--- config.mk ---
export PLATFORM = sky130hd
export DESIGN_NAME = inst_encoder
export DESIGN_NICKNAME = d
export VERILOG_FILES = /design/src/rtl/inst_encoder.sv
export SDC_FILE = /design/constraint.sdc
export NUM_CORES = 1
export LEC_CHECK = 0
export CAP_MARGIN = 20
export CORE_ASPECT_RATIO = 0.5
export CORE_UTILIZATION = 35
export CTS_CLUSTER_SIZE = 24
export DETAILED_ROUTE_END_ITERATION = 10
export GPL_TIMING_DRIVEN = 0
export PLACE_DENSITY = 0.73
export SETUP_SLACK_MARGIN = 0.1
export SKIP_LAST_GASP = 1
export SLEW_MARGIN = 20
export SYNTH_ARGS = -nofsm -noshare
export SYNTH_HDL_FRONTEND = slang
export SYNTH_SLANG_ARGS = --single-unit
export TNS_END_PERCENT = 1
--- constraint.sdc ---
create_clock -name Clk_i -period 5.8 [get_ports Clk_i]
set_input_delay 1.16 -clock Clk_i [delete_from_list [all_inputs] [get_ports Clk_i]]
set_output_delay 1.16 -clock Clk_i [all_outputs]
set_load 0.01 [all_outputs]
--- src/rtl/inst_encoder.sv ---
// inst_encoder: packs format code, register/funct fields and a signed immediate into an RV32I word
// Ports:
//   Clk_i, Rst_i        rising-edge clock, asynchronous active-high reset
//   Valid_i / Ready_o   request handshake (Fmt_i, Rd_i, Rs1_i, Rs2_i, Funct3_i, Funct7_i, Imm_i)
//   Valid_o / Ready_i   output handshake (Inst_o, Addr_o)
//   Err_o               one-cycle pulse after an illegal request was consumed
//   Count_o             deliveries since reset, saturating at 0xFFFF
module inst_encoder #(
    parameter int ADDR_W = 32,
    parameter logic [ADDR_W-1:0] BASE_ADDR = '0
) (
    input  logic              Clk_i,
    input  logic              Rst_i,
    input  logic              Valid_i,
    output logic              Ready_o,
    input  logic [2:0]        Fmt_i,
    input  logic [4:0]        Rd_i,
    input  logic [4:0]        Rs1_i,
    input  logic [4:0]        Rs2_i,
    input  logic [2:0]        Funct3_i,
    input  logic [6:0]        Funct7_i,
    input  logic [31:0]       Imm_i,
    output logic              Valid_o,
    input  logic              Ready_i,
    output logic [31:0]       Inst_o,
    output logic [ADDR_W-1:0] Addr_o,
    output logic              Err_o,
    output logic [15:0]       Count_o
);
    logic signed [31:0] imm;
    logic               accept, deliver, legal, fit12, fit13, fit21;
    logic [31:0]        enc;

    assign imm     = Imm_i;
    assign Ready_o = !Valid_o || Ready_i;
    assign accept  = Valid_i && Ready_o;
    assign deliver = Valid_o && Ready_i;
    assign fit12   = imm >= -2048 && imm <= 2047;
    assign fit13   = imm >= -4096 && imm <= 4094;
    assign fit21   = imm >= -1048576 && imm <= 1048574;
    // branch and jump offsets are in halfword units, so bit 0 must be clear
    assign legal   = Fmt_i == 3'd7 ? 1'b0 :
                     Fmt_i == 3'd0 ? 1'b1 :
                     Fmt_i == 3'd5 ? fit13 && !Imm_i[0] :
                     Fmt_i == 3'd6 ? fit21 && !Imm_i[0] : fit12;

    always_comb begin
        enc = '0;
        case (Fmt_i)
            3'd0: enc = {Funct7_i, Rs2_i, Rs1_i, Funct3_i, Rd_i, 7'b0110011};
            3'd1: enc = {Imm_i[11:0], Rs1_i, Funct3_i, Rd_i, 7'b0000011};
            3'd2: enc = {Imm_i[11:0], Rs1_i, Funct3_i, Rd_i, 7'b0010011};
            3'd3: enc = {Imm_i[11:0], Rs1_i, Funct3_i, Rd_i, 7'b1100111};
            3'd4: enc = {Imm_i[11:5], Rs2_i, Rs1_i, Funct3_i, Imm_i[4:0], 7'b0100011};
            3'd5: enc = {Imm_i[12], Imm_i[10:5], Rs2_i, Rs1_i, Funct3_i, Imm_i[4:1], Imm_i[11], 7'b1100011};
            3'd6: enc = {Imm_i[20], Imm_i[10:1], Imm_i[11], Imm_i[19:12], Rd_i, 7'b1101111};
            default: enc = '0;
        endcase
    end

    // Addr_o advances on every delivery, so a word accepted alongside a
    // delivery already picks up the incremented address.
    always_ff @(posedge Clk_i or posedge Rst_i) begin
        if (Rst_i) begin
            Valid_o <= 1'b0;
            Inst_o  <= '0;
            Addr_o  <= BASE_ADDR;
            Err_o   <= 1'b0;
            Count_o <= '0;
        end else begin
            Err_o <= accept && !legal;
            if (accept && legal) begin
                Valid_o <= 1'b1;
                Inst_o  <= enc;
            end else if (deliver) begin
                Valid_o <= 1'b0;
            end
            if (deliver) begin
                Addr_o <= Addr_o + ADDR_W'(4);
                if (Count_o != 16'hFFFF) Count_o <= Count_o + 16'd1;
            end
        end
    end
endmodule

==> results.txt <==
status = complete, no violations
Hold Path Stages = 1
Async SR Flop Fraction = 1.00
Slew Limit Fails = 0
flop-to-flop setup slack = 3700 ps
H-tree Lvls = 3
Yosys top cell area share = 0.467
sequential share of the synthesized area = 0.467
cells along the critical path = clkdlybuf4s50_1 > nand2b_1 > clkbuf_1 > clkdlybuf4s50_1
YS warnings = 0
Worst R2R Path Depth = 7
setup TNS = 0 ps
post-synthesis cell type count = 58
leading area contributor after synthesis = dfrtp_1
Final Wtd Congestion = 0.884
hold_sp = Addr_o[31]
Die H = 79.8 µm
IO Port Bufs = 144
most common cell after layout, fill and taps aside = clkdlybuf4s50_1
syn avg cell area = 9.74 µm²
Synth Flop Type = dfrtp_1
final design area excluding fillers = 6190 µm²
RSZ-0062 raised after global routing = false
antenna violations before repair = 0
Pre-antenna DRT Iters = 6
Slew headroom = 0.528
Yosys reg bits = 79
Via density = 5.27
HPWL after DPL = 8940 µm
worst hold endpoint = Addr_o[31]
most frequent cells in the layout = clkdlybuf4s50_1 (144), dfrtp_1 (79), nor2_1 (44), nand2_1 (40), xnor2_1 (33)
Crit-path slowest cell = clkdlybuf4s50_1
Initial Utilization = 0.372
Post-CTS Setup Bufs = 0
CTS sink count = 79
clock skew = 10.4 ps
Area Growth Syn to Fin = 46.2%
Area contributors post-synth = dfrtp_1 (47%), xnor2_1 (6.8%), nor2_1 (3.9%), nand2_1 (3.5%), nand3_1 (2.8%)
Crit path largest cell delay = 620 ps
total power = 1.62 mW
Ports = 147
Post-CTS Resized = 0
number of antenna cells inserted = 0
final WL = 12000 µm
largest net degree at the start of global routing = 43
internal power consumption = 1.16 mW
Clock Tree Root = clkbuf_16
CP endpoint kind = output pin
CP max FO = 7
WHS = 474 ps
Wirelength per Cell = 15.8 µm
total track usage = 0.202
CTS clk-pin slew, worst paths = 60 ps
CORE AREA = 11400 µm²
net count reported at finish = 658
deepest clock path buffer count = 2
number of CTS-inserted buffers = 9
Comb power frac = 0.245
1st-iter DRT viols = 271
share of layout cells above drive strength 1 = 0.0737
min Tclk post-route = 3940 ps
Achievable Freq = 254 MHz
clk_lat worst skew = 340 ps
DR DRC count = 0
Min-Delay Path Class = reg2reg
switching share of power = 0.287
critical path class = in2out
global-route wire length before repair = 19600 µm
Psw = 466 µW
hold violation count in the final report = 0
leakage = 2.48 nW
Most common cell on crit path = clkdlybuf4s50_1
vias in the first global route = 3840
Max-Cap Viols = 0
post-route ant nets = 0
grt total ovfl = 0
WP data required = 4640 ps
die area = 12600 µm²
peak supply drop = 139 µV
crit start category = primary input
Synth Instances = 435
final setup fails = 0
FP Rows = 27
Critical R2R Capture = Inst_o[20]
die width = 158 µm
Least-Margin Pin Slew = 706 ps
routed vias = 3981
Clk pwr share = 0.339
CP Data Arrival Time = 2780 ps
CTS tree = yes
Seq pwr share = 0.416
Post-CTS Hold Buffers = 0
Tcrit/Tclk final = 0.679
placed inst area = 5900 µm²
Post-synth EDFFs = 0
Cell Pwr Density = 262 nW/µm²
Netlist Area Pre-Place = 4240 µm²
reg-to-reg startpoint = Valid_o
==> kinds of logic (layout without fill, tap and decap cells) <==
| kind of cell | after synthesis | after routing | synth area share |
|---|---|---|---|
| and+or+nand+nor | 172 | 172 | 0.204 |
| AOI/OAI and AO/OA | 96 | 96 | 0.175 |
| DFF | 79 | 79 | 0.467 |
| xor gates and xnor gates | 45 | 45 | 0.0930 |
| buffers and inverters | 35 | 196 | 0.0413 |
| muxes | 5 | 5 | 0.0133 |
| adders and majority gates | 2 | 2 | 0.00591 |
| other | 1 | 2 | 0.000885 |
==> per-layer routing <==
metal,global-route usage,wire length (µm),vias to the layer above
met1,0.269,5630,1922
met2,0.330,5590,119
met4,0.0573,122,0
met3,0.0456,634,13
li1,-,-,1927
met5,0,0,-
==> area by class of cell <==
cell class / count / area [µm²]
Fill cell: 1042 / 5190
Clock inverter: 6 / 51.3
Tap cell: 159 / 199
Sequential cell: 79 / 1980
Timing Repair Buffer: 145 / 1460
Clock buffer: 10 / 239
Inverter: 11 / 43.8
Buffer: 24 / 134
Multi-Input combinational cell: 322 / 2090
==> Yosys cell counts, drive strengths merged, types with 3 or more instances <==
library cell	n
clkbuf	12
and3	9
o32a	11
nand3	24
o22ai	7
nand4	17
nor4	7
xnor2	33
and2	3
inv	11
nand2	40
xor2	12
mux2	5
o211ai	7
nor2	44
nand2b	4
buf	12
o21ai	13
and4	4
a22oi	6
nor3	7
a211o	3
or3	3
a221oi	5
a32oi	4
a222oi	4
dfrtp	79
a21oi	19
==> worst max-delay path: cells and delay by family <==
family	cells	cell delay [ps]
buffers and inverters	3	1480
and+or+nand+nor	1	140
==> flip-flops by register name, summed over array words and instances (netlist names) <==
register / cells
Err_o: 1
Addr_o: 30
Valid_o: 1
Inst_o: 31
Count_o: 16
==> power groups by stage <==
stage / Clock, mW / Combinational (mW) / Sequential, mW
after global placement: 0 / 0.392 / 0.685
after floorplan: 0 / 0.137 / 0.709
after detailed placement: 0 / 0.400 / 0.684
final: 0.551 / 0.397 / 0.675
after global routing: 0.587 / 0.432 / 0.686
after CTS: 0.565 / 0.402 / 0.676
==> stage by stage <==
stage | setup WS [ps] | instances | utilization
floorplan | 2620 | 436 | -
global placement | 1250 | 739 | 0.517
detailed placement | 1880 | 740 | 0.519
CTS | 1870 | 756 | 0.544
global route | 1810 | 756 | 0.544
finish | 1860 | 756 | 0.544
==> how the worst max path moves through the flow <==
stage / startpoint / to / slack, ps
after floorplan: Rst_i / Addr_o[10] / 2620
after global routing: Ready_i / Ready_o / 1810
after detailed placement: Ready_i / Ready_o / 1880
final: Ready_i / Ready_o / 1860
after global placement: Rst_i / Count_o[7] / 1250
after CTS: Ready_i / Ready_o / 1870
Note: power is estimated with default switching activity, not from simulation.
